### src/rtl/apb_completer_mem.sv
// APB4 completer backed by a word-addressed register memory.
// Fixed wait-state insertion, byte-strobed writes, pslverr on out-of-range offsets.
// Ports:
//   pclk, preset        clock and synchronous active-high reset
//   psel, penable       APB phase control
//   pwrite, paddr       direction and word address (MSB = upstream select, ignored)
//   pwdata, pstrb       write data and byte-lane strobes
//   prdata              read data, loaded at the read setup edge
//   pready, pslverr     transfer completion and error response
module apb_completer_mem #(
  parameter int unsigned ADD_WIDTH   = 9,
  parameter int unsigned WIDTH       = 32,
  parameter int unsigned MEM_DEPTH   = 64,
  parameter int unsigned WAIT_STATES = 2
) (
  input  logic                 pclk,
  input  logic                 preset,
  input  logic                 psel,
  input  logic                 penable,
  input  logic                 pwrite,
  input  logic [ADD_WIDTH-1:0] paddr,
  input  logic [WIDTH-1:0]     pwdata,
  input  logic [WIDTH/8-1:0]   pstrb,
  output logic [WIDTH-1:0]     prdata,
  output logic                 pready,
  output logic                 pslverr
);

  localparam int unsigned NB    = WIDTH / 8;
  localparam int unsigned OFF_W = ADD_WIDTH - 1;
  localparam int unsigned IDX_W = (MEM_DEPTH > 1) ? $clog2(MEM_DEPTH) : 1;
  localparam int unsigned CNT_W = (WAIT_STATES > 0) ? $clog2(WAIT_STATES + 1) : 1;

  typedef enum logic {
    IDLE   = 1'b0,
    ACCESS = 1'b1
  } state_t;

  state_t           state;
  logic [CNT_W-1:0] cnt;
  logic             write_q;
  logic             err_q;
  logic [IDX_W-1:0] idx_q;
  logic [WIDTH-1:0] wdata_q;
  logic [NB-1:0]    strb_q;
  logic [WIDTH-1:0] mem [MEM_DEPTH];

  // Offset decode of the live bus, used only at the setup edge.
  logic [OFF_W-1:0] offset;
  logic [IDX_W-1:0] idx_in;
  logic             err_in;
  logic             unused_sel;

  assign offset     = paddr[OFF_W-1:0];
  assign idx_in     = offset[IDX_W-1:0];
  assign err_in     = (32'(offset) >= 32'(MEM_DEPTH));
  assign unused_sel = paddr[ADD_WIDTH-1];

  // Transfer FSM. pready/pslverr are registered so that they equal the decode
  // (state==ACCESS && cnt==0) of the state being entered.
  always_ff @(posedge pclk) begin
    if (preset) begin
      state   <= IDLE;
      cnt     <= '0;
      write_q <= 1'b0;
      err_q   <= 1'b0;
      idx_q   <= '0;
      wdata_q <= '0;
      strb_q  <= '0;
      prdata  <= '0;
      pready  <= 1'b0;
      pslverr <= 1'b0;
      for (int i = 0; i < int'(MEM_DEPTH); i++) begin
        mem[IDX_W'(i)] <= '0;
      end
    end else begin
      case (state)
        IDLE: begin
          // penable without a preceding setup phase is ignored.
          if (psel && !penable) begin
            state   <= ACCESS;
            write_q <= pwrite;
            err_q   <= err_in;
            idx_q   <= idx_in;
            wdata_q <= pwdata;
            strb_q  <= pstrb;
            cnt     <= CNT_W'(WAIT_STATES);
            pready  <= (WAIT_STATES == 0);
            pslverr <= (WAIT_STATES == 0) && err_in;
            if (!pwrite) begin
              prdata <= err_in ? '0 : mem[idx_in];
            end
          end
        end
        ACCESS: begin
          if (!psel || !penable) begin
            // Aborted transfer: drop the latched write.
            state   <= IDLE;
            pready  <= 1'b0;
            pslverr <= 1'b0;
          end else if (cnt != '0) begin
            cnt     <= cnt - CNT_W'(1);
            pready  <= (cnt == CNT_W'(1));
            pslverr <= (cnt == CNT_W'(1)) && err_q;
          end else begin
            // pready cycle: commit the write on this edge.
            state   <= IDLE;
            pready  <= 1'b0;
            pslverr <= 1'b0;
            if (write_q && !err_q) begin
              for (int i = 0; i < int'(NB); i++) begin
                if (strb_q[i]) begin
                  mem[idx_q][i*8 +: 8] <= wdata_q[i*8 +: 8];
                end
              end
            end
          end
        end
        default: state <= IDLE;
      endcase
    end
  end

endmodule

### config.mk
export PLATFORM = sky130hd
export DESIGN_NAME = apb_completer_mem
export DESIGN_NICKNAME = d
export VERILOG_FILES = /design/src/rtl/apb_completer_mem.sv
export SDC_FILE = /design/constraint.sdc
export NUM_CORES = 2
export LEC_CHECK = 0
export CELL_PAD_IN_SITES_DETAIL_PLACEMENT = 1
export CELL_PAD_IN_SITES_GLOBAL_PLACEMENT = 1
export CORE_UTILIZATION = 30
export DETAILED_ROUTE_END_ITERATION = 7
export GPL_TIMING_DRIVEN = 0
export PLACE_DENSITY = 0.56
export SLEW_MARGIN = 30
export SYNTH_ARGS = -nofsm -noshare
export SYNTH_HDL_FRONTEND = slang
export SYNTH_SLANG_ARGS = --single-unit
### constraint.sdc
create_clock -name pclk -period 3.6 [get_ports pclk]
set_clock_uncertainty 0.1 [all_clocks]
set_input_delay 0.72 -clock pclk [delete_from_list [all_inputs] [get_ports pclk]]
set_output_delay 0.72 -clock pclk [all_outputs]
set_load 0.02 [all_outputs]
==> out/metrics.yaml <==
status: "finished, violations left"
violations: "negative setup slack"
die_area_um2: 327500
fin_crit_sh: 1.076
vias_per_cell: 5.718
worstRegToRegCells: 6
p_sw_mw: 15.21
gp_congestion: 0.9942
worst_setup_path_start_kind: "input port"
clk_pin_slew_ns: 0.06
grt_max_degree: 18
r2r_start: "idx_q[1]"
crit_chain: "clkdlybuf4s15_2 > buf_6 > buf_8 > buf_8 > buf_6 > mux2i_1 > a22oi_1 > nand3_1 > nand4_1 > a32o_1"
power_frac_seq: 0.482
postSynthCellCount: 6849
grt_usage: 0.3063
setup_viol: 189
cts_buffer_depth: 4
synth_seq_cells: 2129
drive_gt1_frac: 0.2127
post-place-cells: 11380
crit_arrival_ns: 4.61
synth_edf_count: 2048
hpwl_um: 377800
path_class: "in -> reg"
relSlewSlack: 0.2154
io_pins: 84
cp.required_ns: 4.34
cpMaxStageDelayCell: "nand4_1"
path_buf_inv: 5
hold_viol: 0
cp_top_family: "buffers and inverters"
die_w_um: 572.3
final_cell_mix: "2054 x and2_1, 2048 x edfxtp_1, 463 x mux2i_1"
hp-class: "in -> reg"
power.share.clock: 0.420
numCtsBuffers: 241
start_util: 0.3014
multiInputGateArea_um2: 33400
regArea_um2: 63120
max_cap_violations: 0
preCtsSetupSlack_ns: -3.638
root_buffer: "clkbuf_16"
max-vdd-ir-drop_uv: 398.5
netlist_area_um2: 97560
internal_power_mw: 43.11
rsz0062_at_grt: "yes"
nets: 7346
drc: 0
cp.depth: 10
nFillCells: 33600
p_leak_nw: 41.94
ys_types: 54
max_stage_delay_ns: 0.61
p_comb_frac: 0.098
crit_path_end: "prdata[12]"
worst_pin_slew_ns: 1.177
final_common_cell: "and2_1"
wirelength_um: 509500
syn_avg_cell_area_um2: 14.24
synth_ff_type: "edfxtp_1"
cts.sinks: 2129
yosysSeqAreaShare: 0.6470
die-height_um: 572.3
area_delta_synth_final_pct: 19.04
swShare: 0.2608
drt_iter0_markers: 10720
maxSlewViolCount: 0
worstSkewPairLatency_ns: 0.96
setup_ws_ns: -0.2754
fin_cells: 11860
antenna_found_initial: 78
port-buffer-count: 79
end_kind: "flip-flop"
cts_tree: "yes"
grt_pass1_wl_um: 653000
cp-startpoint: "paddr[0]"
first_global_vias: 65430
htreeDepth: 4
cellPowerDensity_nw_per_um2: 502.2
grt_remaining_overflow: 0
async_flop_share: 0
power_mw: 58.32
design.core.area_um2: 323700
yosysWarnings: 0
fmaxAchievable_mhz: 258.0
syn_nets: 6902
first_pass_iters: 6
cp_max_fo: 10
vias: 67790
rrSetupSlack_ns: -0.19
rows: 209
period_needed_ns: 3.875
reg2reg_to: "mem[58][6]"
ant_nets: 0
wl_per_cell_um: 42.97
logic make-up (layout without fill, tap and decap cells):
logic type	count (synthesis)	count (layout)	synth area share
compound gates	482	482	0.03437
buf+inv	517	1154	0.02134
mux	799	799	0.1227
fa+ha+maj	3	3	0.0003848
other cells	0	45	0
simple gates	2919	2919	0.1742
flops	2129	2129	0.6470
flip-flops by register name (all words and copies together) (netlist names), 2 cells and up:
name	flops
strb_q	4
mem	2048
prdata	32
wdata_q	32
idx_q	6
cnt	2
per-layer routing:
metal | GRT usage | routed length (um)
met4 | 0.2135 | 42650
met1 | 0.3888 | 191500
met3 | 0.07021 | 53690
met5 | 0.003086 | 191
met2 | 0.4624 | 221400
timing repair:
action	CTS	global route
endpoints found under the setup margin	1511	1491
buffers inserted	5	0
hold buffers	0	0
gates resized for setup	348	146
pin swaps	6	2
worst register-to-register path, cell delays in order, from the launching register on:
cell	delay, ns
dfxtp_1	0.31
clkbuf_1	0.33
nor3b_2	0.62
buf_6	0.24
nand2_1	0.63
nor2_2	0.81
or2_2	0.42
final cells by class:
type                       count  area share
antenna                       45   0.0009696
timing repair buffer         207     0.03156
clock inverter               109    0.008306
multi-input combinational   4203      0.2876
tap                         4325     0.04660
sequential                  2129      0.5435
buffer                       506     0.02543
inverter                       5   0.0001832
clock buffer                 327     0.05584
synthesized netlist by cell type (all sizes together), types with 13 or more instances:
cell type  instances  area [um^2]
nor2             293         1100
nor4              16        100.1
a211oi            13        97.59
or2              259         1620
nor2b             13        81.33
mux4             316         7117
a22oi            182         1366
dfxtp             81         1622
o22ai             23        143.9
and2            2054        12850
nand3             36        180.2
a22o              22        192.7
buf              130        628.1
mux2              16        180.2
mux2i            467         4674
a21oi            126        630.6
edfxtp          2048        61500
clkbuf           382         1435
nand2            203        762.0
o21ai             22        110.1
a221oi            36        315.3
power groups by stage:
stage	clock network, mW	logic (mW)	registers [mW]
finish	24.5	5.71	28.1
global route	25.2	5.59	28.2
CTS	24.4	5.51	28.1
detailed placement	0	5.39	28.6
global placement	0	4.99	28.6
floorplan	0	2.14	28.5
through the flow:
| stage | setup TNS [ns] | util | hold WS [ns] | instance area (um^2) |
|---|---|---|---|---|
| final | -11.41 | 0.3587 | 0.2060 | 116100 |
| after global routing | -62.96 | 0.3584 | 0.2171 | 116000 |
| after CTS | -22.52 | 0.3572 | 0.1680 | 115600 |
| after detailed placement | -2287.28 | 0.3307 | 0.3573 | 107000 |
| after global placement | -2952.23 | 0.3205 | 0.3529 | 103800 |
| after floorplan | 0 | - | 0.3366 | 97560 |
how the worst min path moves through the flow:
stage | from | end | slack, ns | cells after the start
finish | pwdata[12] | wdata_q[12] | 0.21 | 3
global route | pwdata[17] | wdata_q[17] | 0.22 | 3
CTS | pwdata[12] | wdata_q[12] | 0.17 | 3
detailed placement | pready | pready | 0.36 | 2
global placement | strb_q[1] | strb_q[1] | 0.35 | 2
floorplan | strb_q[0] | strb_q[0] | 0.34 | 2
No activity file was read; power rests on OpenSTA's default activity.
